[src/rtl/tm1638_key_event.sv]
// tm1638_key_event: debounces the TM1638 key vector, captures press/release edges and queues them in a show-ahead FIFO.
// Define TM1638_KEY_AUTO_REPEAT_EN to build auto-repeat events for the lowest held key.
module tm1638_key_event #(
  parameter int C_FCK        = 48_000_000,
  parameter int C_FSAMPLE    = 1_000,
  parameter int C_DEB_N      = 4,
  parameter int C_FIFO_DEPTH = 8,
  parameter int C_RPT_DLY    = 500,
  parameter int C_RPT_PER    = 100
) (
  input  logic       CK_i,
  input  logic       XARST_i,
  input  logic [7:0] KEYS_i,
  output logic [4:0] EVT_o,
  output logic       EVT_VALID_o,
  input  logic       EVT_READY_i,
  output logic [7:0] KEYS_STABLE_o,
  output logic       OVF_o,
  input  logic       OVF_CLR_i
);
  localparam int C_DIV = C_FCK / C_FSAMPLE;
  localparam int DW = $clog2(C_DIV);
  localparam int AW = $clog2(C_FIFO_DEPTH);

  logic [DW-1:0] div_q, div_d;
  logic [7:0] s1_q, s2_q, stable_q, stable_d, press_pend_q, press_pend_d, rel_pend_q, rel_pend_d;
  logic [3:0] deb_q [8];
  logic [3:0] deb_d [8];
  logic [4:0] mem_q [C_FIFO_DEPTH];
  logic [4:0] mem_d [C_FIFO_DEPTH];
  logic [AW:0] wr_q, wr_d, rd_q, rd_d;
  logic ovf_q, ovf_d;
  logic tick, empty, full, pop, push, can_push, ovf_set;
  logic [4:0] evt;
  logic [2:0] p_idx, r_idx;
  logic [7:0] rise, fall, p_clr, r_clr;
  logic rpt_pend, rpt_ovf;
  logic [2:0] rpt_idx;

  assign tick  = div_q == DW'(C_DIV - 1);
  assign empty = wr_q == rd_q;
  assign full  = (wr_q ^ rd_q) == {1'b1, {AW{1'b0}}};
  assign pop   = ~empty & EVT_READY_i;
  assign can_push = ~full | pop;

  always_comb begin
    div_d = tick ? '0 : div_q + 1'b1;
    stable_d = stable_q;
    for (int i = 0; i < 8; i++) begin
      deb_d[i] = deb_q[i];
      if (tick) begin
        deb_d[i] = (s2_q[i] == stable_q[i]) ? 4'd0 : deb_q[i] + 4'd1;
        if (deb_d[i] == 4'(C_DEB_N)) begin
          stable_d[i] = ~stable_q[i];
          deb_d[i] = 4'd0;
        end
      end
    end
    rise = stable_d & ~stable_q;
    fall = ~stable_d & stable_q;
    p_idx = '0;
    r_idx = '0;
    for (int i = 7; i >= 0; i--) begin
      if (press_pend_q[i]) p_idx = 3'(i);
      if (rel_pend_q[i]) r_idx = 3'(i);
    end
    push = can_push & (rpt_pend | (|press_pend_q) | (|rel_pend_q));
    evt = rpt_pend ? {2'b11, rpt_idx} : (|press_pend_q) ? {2'b01, p_idx} : {2'b00, r_idx};
    p_clr = (can_push & ~rpt_pend & (|press_pend_q)) ? 8'b1 << p_idx : '0;
    r_clr = (can_push & ~rpt_pend & ~(|press_pend_q) & (|rel_pend_q)) ? 8'b1 << r_idx : '0;
    // An edge on a key whose same-type event is still queued merges into it
    ovf_set = (|(rise & press_pend_q & ~p_clr)) | (|(fall & rel_pend_q & ~r_clr)) | rpt_ovf;
    press_pend_d = (press_pend_q & ~p_clr) | rise;
    rel_pend_d = (rel_pend_q & ~r_clr) | fall;
    ovf_d = (ovf_q & ~OVF_CLR_i) | ovf_set;
    wr_d = wr_q + (AW+1)'(push);
    rd_d = rd_q + (AW+1)'(pop);
    mem_d = mem_q;
    if (push) mem_d[wr_q[AW-1:0]] = evt;
  end

`ifdef TM1638_KEY_AUTO_REPEAT_EN
  localparam int RW = $clog2(C_RPT_DLY + C_RPT_PER + 1);
  logic [RW-1:0] rpt_cnt_q, rpt_cnt_d;
  logic rpt_run_q, rpt_run_d, rpt_pend_q, rpt_pend_d, rpt_fire, rpt_push;
  logic [2:0] rpt_idx_q, rpt_idx_d, h_idx;

  assign rpt_pend = rpt_pend_q;
  assign rpt_idx  = rpt_idx_q;

  always_comb begin
    h_idx = '0;
    for (int i = 7; i >= 0; i--) if (stable_q[i]) h_idx = 3'(i);
    rpt_cnt_d = rpt_cnt_q;
    rpt_run_d = rpt_run_q;
    rpt_fire = 1'b0;
    if (stable_d != stable_q) begin
      rpt_cnt_d = '0;
      rpt_run_d = 1'b0;
    end else if (tick & (|stable_q)) begin
      rpt_cnt_d = rpt_cnt_q + 1'b1;
      rpt_fire = rpt_cnt_d == (rpt_run_q ? RW'(C_RPT_PER) : RW'(C_RPT_DLY));
      if (rpt_fire) begin
        rpt_cnt_d = '0;
        rpt_run_d = 1'b1;
      end
    end
    rpt_push = can_push & rpt_pend_q;
    rpt_ovf = rpt_fire & rpt_pend_q & ~rpt_push;
    rpt_pend_d = (rpt_pend_q & ~rpt_push) | rpt_fire;
    rpt_idx_d = rpt_fire ? h_idx : rpt_idx_q;
  end

  always_ff @(posedge CK_i or negedge XARST_i) begin
    if (!XARST_i) begin
      rpt_cnt_q <= '0;
      rpt_run_q <= 1'b0;
      rpt_pend_q <= 1'b0;
      rpt_idx_q <= '0;
    end else begin
      rpt_cnt_q <= rpt_cnt_d;
      rpt_run_q <= rpt_run_d;
      rpt_pend_q <= rpt_pend_d;
      rpt_idx_q <= rpt_idx_d;
    end
  end
`else
  assign rpt_pend = 1'b0;
  assign rpt_idx  = '0;
  assign rpt_ovf  = 1'b0;
`endif

  always_ff @(posedge CK_i or negedge XARST_i) begin
    if (!XARST_i) begin
      div_q <= '0;
      s1_q <= '0;
      s2_q <= '0;
      stable_q <= '0;
      deb_q <= '{default: '0};
      press_pend_q <= '0;
      rel_pend_q <= '0;
      mem_q <= '{default: '0};
      wr_q <= '0;
      rd_q <= '0;
      ovf_q <= 1'b0;
    end else begin
      div_q <= div_d;
      s1_q <= KEYS_i;
      s2_q <= s1_q;
      stable_q <= stable_d;
      deb_q <= deb_d;
      press_pend_q <= press_pend_d;
      rel_pend_q <= rel_pend_d;
      mem_q <= mem_d;
      wr_q <= wr_d;
      rd_q <= rd_d;
      ovf_q <= ovf_d;
    end
  end

  assign EVT_o = empty ? '0 : mem_q[rd_q[AW-1:0]];
  assign EVT_VALID_o = ~empty;
  assign KEYS_STABLE_o = stable_q;
  assign OVF_o = ovf_q;
endmodule

[config.mk]
export PLATFORM = sky130hd
export DESIGN_NAME = tm1638_key_event
export DESIGN_NICKNAME = d
export VERILOG_FILES = /design/src/rtl/tm1638_key_event.sv
export SDC_FILE = /design/constraint.sdc
export NUM_CORES = 1
export LEC_CHECK = 0
export CELL_PAD_IN_SITES_DETAIL_PLACEMENT = 1
export CELL_PAD_IN_SITES_GLOBAL_PLACEMENT = 2
export CORE_ASPECT_RATIO = 0.75
export CORE_MARGIN = 2
export CORE_UTILIZATION = 40
export CTS_CLUSTER_DIAMETER = 200
export DETAILED_ROUTE_END_ITERATION = 16
export PLACE_DENSITY = 0.89
export SLEW_MARGIN = 20
export SYNTH_ARGS = -nofsm -noshare
export SYNTH_HDL_FRONTEND = slang
export SYNTH_SLANG_ARGS = --single-unit
[constraint.sdc]
create_clock -name CK_i -period 3 [get_ports CK_i]
set_input_delay 0.3 -clock CK_i [delete_from_list [all_inputs] [get_ports CK_i]]
set_output_delay 0.3 -clock CK_i [all_outputs]
set_load 0.005 [all_outputs]
Word level (Yosys, flattened, before mapping)
Index checks and enable logic that the tools add are counted.

$add $sub $neg: 11. $lt $le $gt $ge: 3. Equal/unequal tests: 19. Shift-type cells: 2. Muxes and demuxes: 59. Bitwise gates (word level): 39. Reduce and logical (&&, ||, !) cells: 5.

Operator list (number): 4-bit 2-to-1 mux (17); 8-bit AND (8); 3-bit 2-to-1 mux (16); 40-bit bitwise mux (1); 4-bit by 1-bit adder with 4-bit output, second input constant (8); 4-bit by 3-bit == test with 1-bit output, second input constant (8); 8-bit NOT (4); 8-bit OR reduction (4); 5-bit 2-to-1 mux (4); 16-bit by 1-bit adder with 16-bit output, second input constant (1); 16-bit == test, second input constant (1); 1-bit 2-to-1 mux (16); 16-bit 2-to-1 mux (1); 8-bit 2-to-1 mux (2); 8-bit bitwise OR (2); 1-bit by 3-bit left shift with 8-bit output, first input constant (2); 5-bit binary-select mux with 3-bit select (1); 5-bit demux with 3-bit select (1); 1-bit NOT (12); 4-bit by 1-bit adder with 4-bit output (2); 1-bit == test (8); 4-bit greater-or-equal comparator, second input constant (2); 3-bit NOT with 4-bit output (2); 1-bit AND (6); other kinds (6) (9).

Register bits after elaboration: 137. Output and inout port bits: 15.

Logic depth before layout (Yosys ltp)
Gate-level depths: netlist (run 1).

Word-level depth: 15. Mapped depth: 10.

Least setup slack after synthesis (run 1)
OpenSTA, ideal clock, no wires.

Path type: register to register. Start point: register press_pend_q[0]. End point: register ovf_q (netlist: OVF_o). Arrival: 2.324 ns. Data required time: 2.860 ns. Slack: 0.536 ns. Stages on the path, launching flop included: 8. Buffers on the path: 0. Path through: dfrtp_1 or4_4 nand2b_4 or4_4 o31ai_4 o221ai_2 nor4_1 o211ai_1.

Cells in the longest elaborated chain, start to end: 10. Elaborated cells on any way between the ends: 18. Those cells by class: shift: 1; mux: 3; bitwise: 11; reduce/logical: 3.

RTL lines: start: declaration (RTL line 26) `logic [7:0] s1_q, s2_q, stable_q, stable_d, press_pend_q, press_pend_d, rel_pend_q, rel_pend_d;`; start signal: assignment (RTL line 152) `press_pend_q <= press_pend_d;`; 8-bit OR reduction (RTL line 69, 70); 1-bit NOT (RTL line 70) `r_clr = (can_push & ~rpt_pend & ~(|press_pend_q) & (|rel_pend_q)) ? 8'b1 << r_idx : '0;`; 1-bit AND (2 in series) (RTL line 70); 8-bit 2-to-1 mux (RTL line 70); 8-bit NOT (RTL line 72) `ovf_set = (|(rise & press_pend_q & ~p_clr)) | (|(fall & rel_pend_q & ~r_clr)) | rpt_ovf;`; 8-bit AND (RTL line 72); 8-bit OR reduction (RTL line 72); 1-bit bitwise OR * (RTL line 72); 1-bit bitwise OR * (RTL line 75) `ovf_d = (ovf_q & ~OVF_CLR_i) | ovf_set;`; named net ovf_d (RTL line 32) `logic ovf_q, ovf_d;`; end signal: assignment (RTL line 157) `ovf_q <= ovf_d;`; end: declaration (RTL line 32).

The timed path passes the listed nets; every way through them passes the cells marked *. A chain may end at the register's enable or synchronous reset.

Worst setup path after layout (run 1)
Start point: register div_q[0]. End point: register ovf_q (netlist: OVF_o).

Cells in the longest elaborated chain, start to end: 9. Elaborated cells on any way between the ends: 20. Those cells by class: eq/ne: 1; mux: 8; bitwise: 9; reduce/logical: 2.

RTL lines: start: declaration (RTL line 25) `logic [DW-1:0] div_q, div_d;`; start signal: assignment (RTL line 147) `div_q <= div_d;`; 16-bit == test * (RTL line 40) `assign tick = div_q == DW'(C_DIV - 1);`; 1-bit 2-to-1 mux (RTL line 51) `if (tick) begin`; 8-bit NOT (RTL line 60) `fall = ~stable_d & stable_q;`; 8-bit AND (RTL line 60); 8-bit AND (2 in series) (RTL line 72); 8-bit OR reduction (RTL line 72); 1-bit bitwise OR * (RTL line 72); 1-bit bitwise OR * (RTL line 75); named net ovf_d (RTL line 32).

Marked as above.

==> impl_results.md, run 1 <==
* Outcome: completed
* Routed wire length at 16.00 mm
* Final Hold Fails at 0
* Clock buffers created by TritonCTS at 17
* Worst setup path startpoint: div_q[0]$_DFF_PN0_
* Core footprint at 0.01537 mm2
* Fraction of registers with async set or reset after synthesis at 100.0%
* Kind of critical path: flop to flop
* TritonCTS clock tree: yes
* Sequential share of the synthesized area at 51.01%
* FF-to-FF Start: div_q[0]$_DFF_PN0_
* Die span in x at 149.2 um
* Highest cell delay on the worst timing path at 550 ps
* Transition time at the pin with the least slew margin at 796.3 ps
* Number of DRC violations after detailed-routing iteration 0 at 282
* Post-Synthesis Net Count at 608
* Leak pwr at 3.357 nW
* Number of global-route vias before repair at 5224
* Cell type with the highest occurrence count on the critical path: sky130_fd_sc_hd__nor4_2
* Highest Clock Rate at 360.3 MHz
* Latest clock arrival within the worst-skew pair at 430 ps
* Critical Path Slowest Stage Cell: sky130_fd_sc_hd__nor4_2
* Max Cap Violations at 0
* Number of antenna violations at the first check in global routing at 0
* Maximum vdd drop at 0.0003801 V
* Origin of the worst min-delay path: KEYS_i[5]
* Data arrival at the endpoint of the critical path at 3120 ps
* Post-route setup slack at 224.4 ps
* Final cell utilization of the core at 48.83%
* Clk pwr share at 36.5%
* Placed wire-length estimate after detailed placement at 11.30 mm
* Unrepaired setup endpoints after global routing: false
* Number of warnings printed during yosys synthesis at 0
* Number of synthesized flops with an enable pin at 0
* Final GP Congestion at 0.8261
* Setup Total Neg Slack at 0 ps
* Worst slack at placement at 201.2 ps
* Maximum number of pins on one net before global-route repair at 60
* Number of routed nets with antenna violations at 0
* Max-slew violation count at 0
* Aggregate global-route resource usage at 21.04%
* CTS root buf: sky130_fd_sc_hd__clkbuf_16
* Total of buffers placed on input and output ports at 25
* Rows at 39
* Fillcell total at 1656
* Max transition margin at 46.46%
* First-pass GRT wire length at 27.25 mm
* Kind of path behind the tightest hold check: input port to flop
* Most used flip-flop cell after synthesis: sky130_fd_sc_hd__dfrtp_1
* Synthesis-stage register bit count at 129
* Mapped cell area at 0.006329 mm2
* Net switching component of the power at 1.687 mW
* Deepest clock path buffer count at 2
* Internal power at 4.032 mW
* Diode insertion count for antenna repair at 0
* Req. time, crit path at 3340 ps
* Fraction of final layout cells sized beyond drive strength 1 at 16.41%
* Critical Path Source Type: flop
* First-pass iteration count of the detailed router at 4
* DR vias/cell at 5.538
* Vias after detailed routing at 4680
* Average cell area after synthesis at 10.86 um2
* Die boundary height at 112.9 um
* Cell Chain, Critical Path: ha_1 > nand4_1 > nor4_2 > buf_4 > nand2_1 > or3b_2 > o22ai_1 > nor4_2 > o211ai_1
* Switching part of the total at 29.49%
* Minimum clock period at 2776 ps
* Worst clock skew at 14.47 ps
* Count of clock tree sinks at 129
* DRC errors left at 0
* Clock-pin slew reported for the worst setup and hold paths after clock tree synthesis at 60 ps
* Effective utilization at floorplan at 41.17%
* Number of nets in the finished design at 652
* H-tree level count at 4
* Unique cell type count in the Yosys netlist at 63
* Final cycle utilization of the critical path at 92.52%
* Count of boundary I/O pins at 27
* Setup violation total in the final timing report at 0
* Gate power share at 24.1%
* Area Growth Syn to Fin at 18.60%
* PD cells at 761.9 mW/mm2
* Critical-path maximum fanout at 4
* Floorplan die area at 0.01685 mm2
* Average wire per cell in the routed design at 18.93 um
* Fraction of power consumed by sequential logic at 39.4%
* Overall overflow remaining after global route at 0
* Crit. End Element: flop
* Number of instances in the synthesized netlist at 583
-- stage by stage --
stage               std cells  hold WS, ps  instance area, um2  power, mW
floorplan                 583        4.409                6329      3.092
global placement          812        300.0                6889      3.546
detailed placement        812        306.0                6889      3.655
CTS                       845        296.6                7500      5.771
global route              845        291.3                7506      6.028
finish                    845        308.7                7506      5.719
-- what timing repair did --
item / 4_1_cts / 5_1_grt
hold buffers: 1 / 0
endpoints found under the setup margin: 0 / 1
setup buffers: 0 / 0
gates resized for setup: 0 / 1
endpoints found under the hold margin: 37 / 0
-- path summary, 6_finish.rpt --
path | to | slack [ps] | cells past startpoint
worst max-delay path | OVF_o$_DFF_PN0_ | 220 | 9
worst min register to register | s2_q[4]$_DFF_PN0_ | 350 | 0
max in group asynchronous | wr_q[2]$_DFF_PN0_ | 1750 | 3
min in group asynchronous | deb_q[3]$_DFFE_PN0N_ | 380 | 2
worst max register to register | OVF_o$_DFF_PN0_ | 220 | 9
worst min-delay path | s1_q[5]$_DFF_PN0_ | 310 | 1
-- registers in the layout, indices dropped and copies added (netlist names) --
register and cells:
s2_q 8, rd_q 4, div_q 16, deb_q 32, OVF_o 1, rel_pend_q 8, press_pend_q 8, mem_q 32
s1_q 8, wr_q 4, KEYS_STABLE_o 8
-- layer usage --
| layer | track usage [%] | up-vias | routed length, um |
|---|---|---|---|
| li1 | - | 2178 | - |
| met3 | 6.290 | 14 | 574 |
| met5 | 0 | - | 0 |
| met2 | 33.39 | 69 | 7645 |
| met4 | 5.270 | 0 | 174 |
| met1 | 28.46 | 2419 | 7605 |
-- power by group through the flow --
| stage | sequential, mW | clock (mW) | combinational [mW] |
|---|---|---|---|
| after detailed placement | 2.28 | 0 | 1.38 |
| final | 2.25 | 2.09 | 1.38 |
| after floorplan | 2.16 | 0 | 0.934 |
| after global placement | 2.23 | 0 | 1.31 |
| after global routing | 2.29 | 2.23 | 1.51 |
| after CTS | 2.25 | 2.13 | 1.39 |
-- cell usage in the layout (no fill, tap or decap), types with 3 or more instances in the layout --
cell type                           n
sky130_fd_sc_hd__nand4bb_1          3
sky130_fd_sc_hd__inv_1             10
sky130_fd_sc_hd__nand3b_1           3
sky130_fd_sc_hd__and3b_1            4
sky130_fd_sc_hd__o31ai_1            8
sky130_fd_sc_hd__clkdlybuf4s50_1   24
sky130_fd_sc_hd__and3_1             3
sky130_fd_sc_hd__dfrtp_1          129
sky130_fd_sc_hd__clkbuf_16         17
sky130_fd_sc_hd__nor2b_1           10
sky130_fd_sc_hd__nand2_1           85
sky130_fd_sc_hd__nand4b_1           6
sky130_fd_sc_hd__nor2_1            32
sky130_fd_sc_hd__xor2_1            20
sky130_fd_sc_hd__o21ai_0           34
sky130_fd_sc_hd__and2_1             3
sky130_fd_sc_hd__nand4_1            8
sky130_fd_sc_hd__nor4_2             3
sky130_fd_sc_hd__o41ai_1            3
sky130_fd_sc_hd__o22ai_1            4
sky130_fd_sc_hd__mux4_2             8
sky130_fd_sc_hd__nand2b_1          10
sky130_fd_sc_hd__nor3b_1            3
sky130_fd_sc_hd__xnor2_1           19
sky130_fd_sc_hd__clkinvlp_4         7
sky130_fd_sc_hd__a21oi_1            8
sky130_fd_sc_hd__a21o_1             6
sky130_fd_sc_hd__ha_1              13
sky130_fd_sc_hd__clkbuf_8           3
sky130_fd_sc_hd__a22o_1             6
sky130_fd_sc_hd__mux2i_1            5
sky130_fd_sc_hd__nand3_1           32
sky130_fd_sc_hd__nor3_1            14
sky130_fd_sc_hd__mux2_1             3
sky130_fd_sc_hd__buf_4             15
sky130_fd_sc_hd__a31oi_1            3
sky130_fd_sc_hd__mux2_2            34
-- cells by family after synthesis --
group / Yosys count / share of synthesized area, %
muxes: 50 / 10.22
xor gates and xnor gates: 39 / 5.397
adders and majority gates: 13 / 2.570
and+or+nand+nor: 239 / 19.95
other: 1 / 0.05926
buffers and inverters: 26 / 1.681
DFF: 129 / 51.01
AOI/OAI and AO/OA: 86 / 9.114
-- critical path, delay by kind of cell, from the launching register on --
kind	cells	cell delay, ps
adders and majority gates	1	240
AOI/OAI and AO/OA	2	380
and+or+nand+nor	5	1470
buffers and inverters	1	220
DFF	1	380
-- synthesized netlist by cell type, types with 5 or more instances --
library cell | n | share of area [%]
sky130_fd_sc_hd__nand4_1 | 8 | 0.79
sky130_fd_sc_hd__nand3_1 | 32 | 2.5
sky130_fd_sc_hd__a22o_1 | 6 | 0.83
sky130_fd_sc_hd__dfrtp_1 | 129 | 51
sky130_fd_sc_hd__nor3_1 | 14 | 1.1
sky130_fd_sc_hd__o31ai_1 | 8 | 0.95
sky130_fd_sc_hd__nand2b_1 | 10 | 0.99
sky130_fd_sc_hd__nor2b_1 | 10 | 0.99
sky130_fd_sc_hd__nand4b_1 | 6 | 0.83
sky130_fd_sc_hd__mux4_2 | 8 | 2.8
sky130_fd_sc_hd__o21ai_0 | 34 | 2.7
sky130_fd_sc_hd__xnor2_1 | 19 | 2.6
sky130_fd_sc_hd__ha_1 | 13 | 2.6
sky130_fd_sc_hd__nand2_1 | 85 | 5.0
sky130_fd_sc_hd__mux2_2 | 34 | 6.0
sky130_fd_sc_hd__clkbuf_1 | 11 | 0.65
sky130_fd_sc_hd__inv_1 | 10 | 0.59
sky130_fd_sc_hd__mux2i_1 | 5 | 0.79
sky130_fd_sc_hd__a21o_1 | 6 | 0.71
sky130_fd_sc_hd__xor2_1 | 20 | 2.8
sky130_fd_sc_hd__nor2_1 | 32 | 1.9
sky130_fd_sc_hd__a21oi_1 | 8 | 0.63
-- area by class of cell --
type	count	area [um2]	area share [%]
clock buffer	21	470.5	6.268
clock inverter	11	130.1	1.734
inverter	10	37.54	0.5001
multi-input combinational	428	3000	39.97
timing repair buffer	41	382.9	5.101
sequential	129	3228	43.01
tap	205	256.5	3.417
Power figures use the tool's default switching activity.
==> inputs of run 2 (changes only) <==
clock period = 3.09 ns   (was 3 ns; I/O delays follow)
==> impl_results.md, run 2 (synthesis gave the netlist of run 1 again) <==
* Number of global-route vias before repair at 5005
* Setup violation total in the final timing report at 0
* Req. time, crit path at 2780 ps
* DRC errors left at 0
* Maximum number of pins on one net before global-route repair at 81
* Effective utilization at floorplan at 41.17%
* Number of routed nets with antenna violations at 0
* Post-detailed-placement cell area at 0.006882 mm2
* Unrepaired setup endpoints after global routing: false
* Die boundary height at 112.9 um
* First-pass iteration count of the detailed router at 4
* Count of boundary I/O pins at 27
* Vias after detailed routing at 4656
* Final Hold Fails at 0
* TritonCTS clock tree: yes
* Clock-pin slew reported for the worst setup and hold paths after clock tree synthesis at 60 ps
* Placed insts at 811
* Met2 WL post-DR at 7.480 mm
* Worst clock skew at 7.449 ps
* Transition time at the pin with the least slew margin at 794.4 ps
* Core footprint at 0.01537 mm2
* Final cycle utilization of the critical path at 89.96%
* Number of antenna violations at the first check in global routing at 0
* Final GP Congestion at 0.7970
* Crit. End Element: primary output
* Highest-count cells in the layout ignoring fill and taps: 129 x sky130_fd_sc_hd__dfrtp_1, 85 x sky130_fd_sc_hd__nand2_1, 34 x sky130_fd_sc_hd__mux2_2, 34 x sky130_fd_sc_hd__o21ai_0
* CTS root buf: sky130_fd_sc_hd__clkbuf_16
* Outcome: completed
* H-tree level count at 4
* Routed wire length at 16.07 mm
* Die span in x at 149.2 um
* Overall overflow remaining after global route at 0
* Leak pwr at 3.366 nW
* Minimum clock period at 2780 ps
* Maximum vdd drop at 0.0003830 V
* Total of buffers placed on input and output ports at 25
* Number of DRC violations after detailed-routing iteration 0 at 281
* Rows at 39
* Post-route cell area at 0.007483 mm2
* Deepest clock path buffer count at 2
* DR vias/cell at 5.517
* Clock buffers created by TritonCTS at 17
* Kind of critical path: flop to primary output
* Registers with the most flip-flops: deb_q (32), mem_q (32), div_q (16)
* Number of nets in the finished design at 651
* Uppermost routed layer: met4
* Area Growth Syn to Fin at 18.25%
* First-pass GRT wire length at 26.52 mm
* Layout Cells excl Fill at 844
* Average wire per cell in the routed design at 19.04 um
* Most common library cell in the layout ignoring fill and taps: sky130_fd_sc_hd__dfrtp_1
* Highest Clock Rate at 359.7 MHz
* Kind of path behind the tightest hold check: input port to asynchronous set/reset pin
* Aggregate global-route resource usage at 20.48%
* Max Cap Violations at 0
* Diode insertion count for antenna repair at 0
* Wire length the detailed router placed on met1 at 7.889 mm
* Count of clock tree sinks at 129
* Critical-path maximum fanout at 7
* Critical Path Source Type: flop
* Setup Total Neg Slack at 0 ps
* Placed wire-length estimate after detailed placement at 11.17 mm
* Latest clock arrival within the worst-skew pair at 420 ps
* Max-slew violation count at 0
* Detailed-routed wire length on met3 at 501 um
* Fraction of final layout cells sized beyond drive strength 1 at 16.12%
* PD cells at 737.8 mW/mm2
* Max transition margin at 46.59%
* Data arrival at the endpoint of the critical path at 2470 ps
* Floorplan die area at 0.01685 mm2
## run 2: report_power, final
| group | leakage (nW) | internal, mW | switching, mW |
|---|---|---|---|
| sequential | 1.68 | 1.96 | 0.222 |
| combinational | 1.40 | 0.686 | 0.634 |
| clock | 0.288 | 1.26 | 0.752 |
## run 2: final cells by class
cell class	count	area, um2
Inverter	10	37.54
Clock buffer	22	484.2
Sequential cell	129	3228
Tap cell	205	256.5
Fill cell	1669	7888
Clock inverter	10	107.6
Multi-Input combinational cell	428	2994
Timing Repair Buffer	40	375.4
## run 2: worst paths after layout
path | slack, ps | depth (start not counted) | to | startpoint
min reg2reg | 350 | 0 | s2_q[6]$_DFF_PN0_ | s1_q[6]$_DFF_PN0_
min | 280 | 2 | deb_q[11]$_DFFE_PN0N_ | XARST_i
max in group asynchronous | 2050 | 3 | wr_q[0]$_DFF_PN0_ | XARST_i
min in group CK_i | 330 | 1 | s1_q[5]$_DFF_PN0_ | KEYS_i[5]
max | 310 | 5 | EVT_o[2] | rd_q[2]$_DFF_PN0_
max reg2reg | 310 | 7 | OVF_o$_DFF_PN0_ | press_pend_q[0]$_DFF_PN0_
## run 2: what timing repair did
action	CTS	global route
setup endpoints to repair	0	0
gates resized for setup	0	0
setup buffers	0	0
hold buffers	1	0
endpoints found under the hold margin	12	0
## run 2: worst max-delay path: stages, from the launching register on
cell,delay [ps]
sky130_fd_sc_hd__dfrtp_1,530
sky130_fd_sc_hd__xor2_1,230
sky130_fd_sc_hd__nor3_2,350
sky130_fd_sc_hd__and2_0,390
sky130_fd_sc_hd__nor2_1,90
sky130_fd_sc_hd__clkdlybuf4s50_1,460
## run 2: per-stage QoR
| step | total power, mW | utilization, % | worst slack [ps] | hold slack [ps] |
|---|---|---|---|---|
| 2_1_floorplan | 3.002 | - | 625.9 | 13.41 |
| 3_3_place_gp | 3.428 | 44.77 | 395.8 | 176.8 |
| 3_5_place_dp | 3.512 | 44.77 | 344.8 | 176.9 |
| 4_1_cts | 5.574 | 48.69 | 279.6 | 275.2 |
| 5_1_grt | 5.806 | 48.69 | 167.4 | 305.6 |
| 6_report | 5.521 | 48.69 | 310.3 | 281.5 |
## run 2: routing by layer
layer  global-route usage, %  vias up
met5                       0        -
met4                   5.460        0
met3                   5.161       14
met2                   31.86       49
met1                   28.72     2408
li1                        -     2185
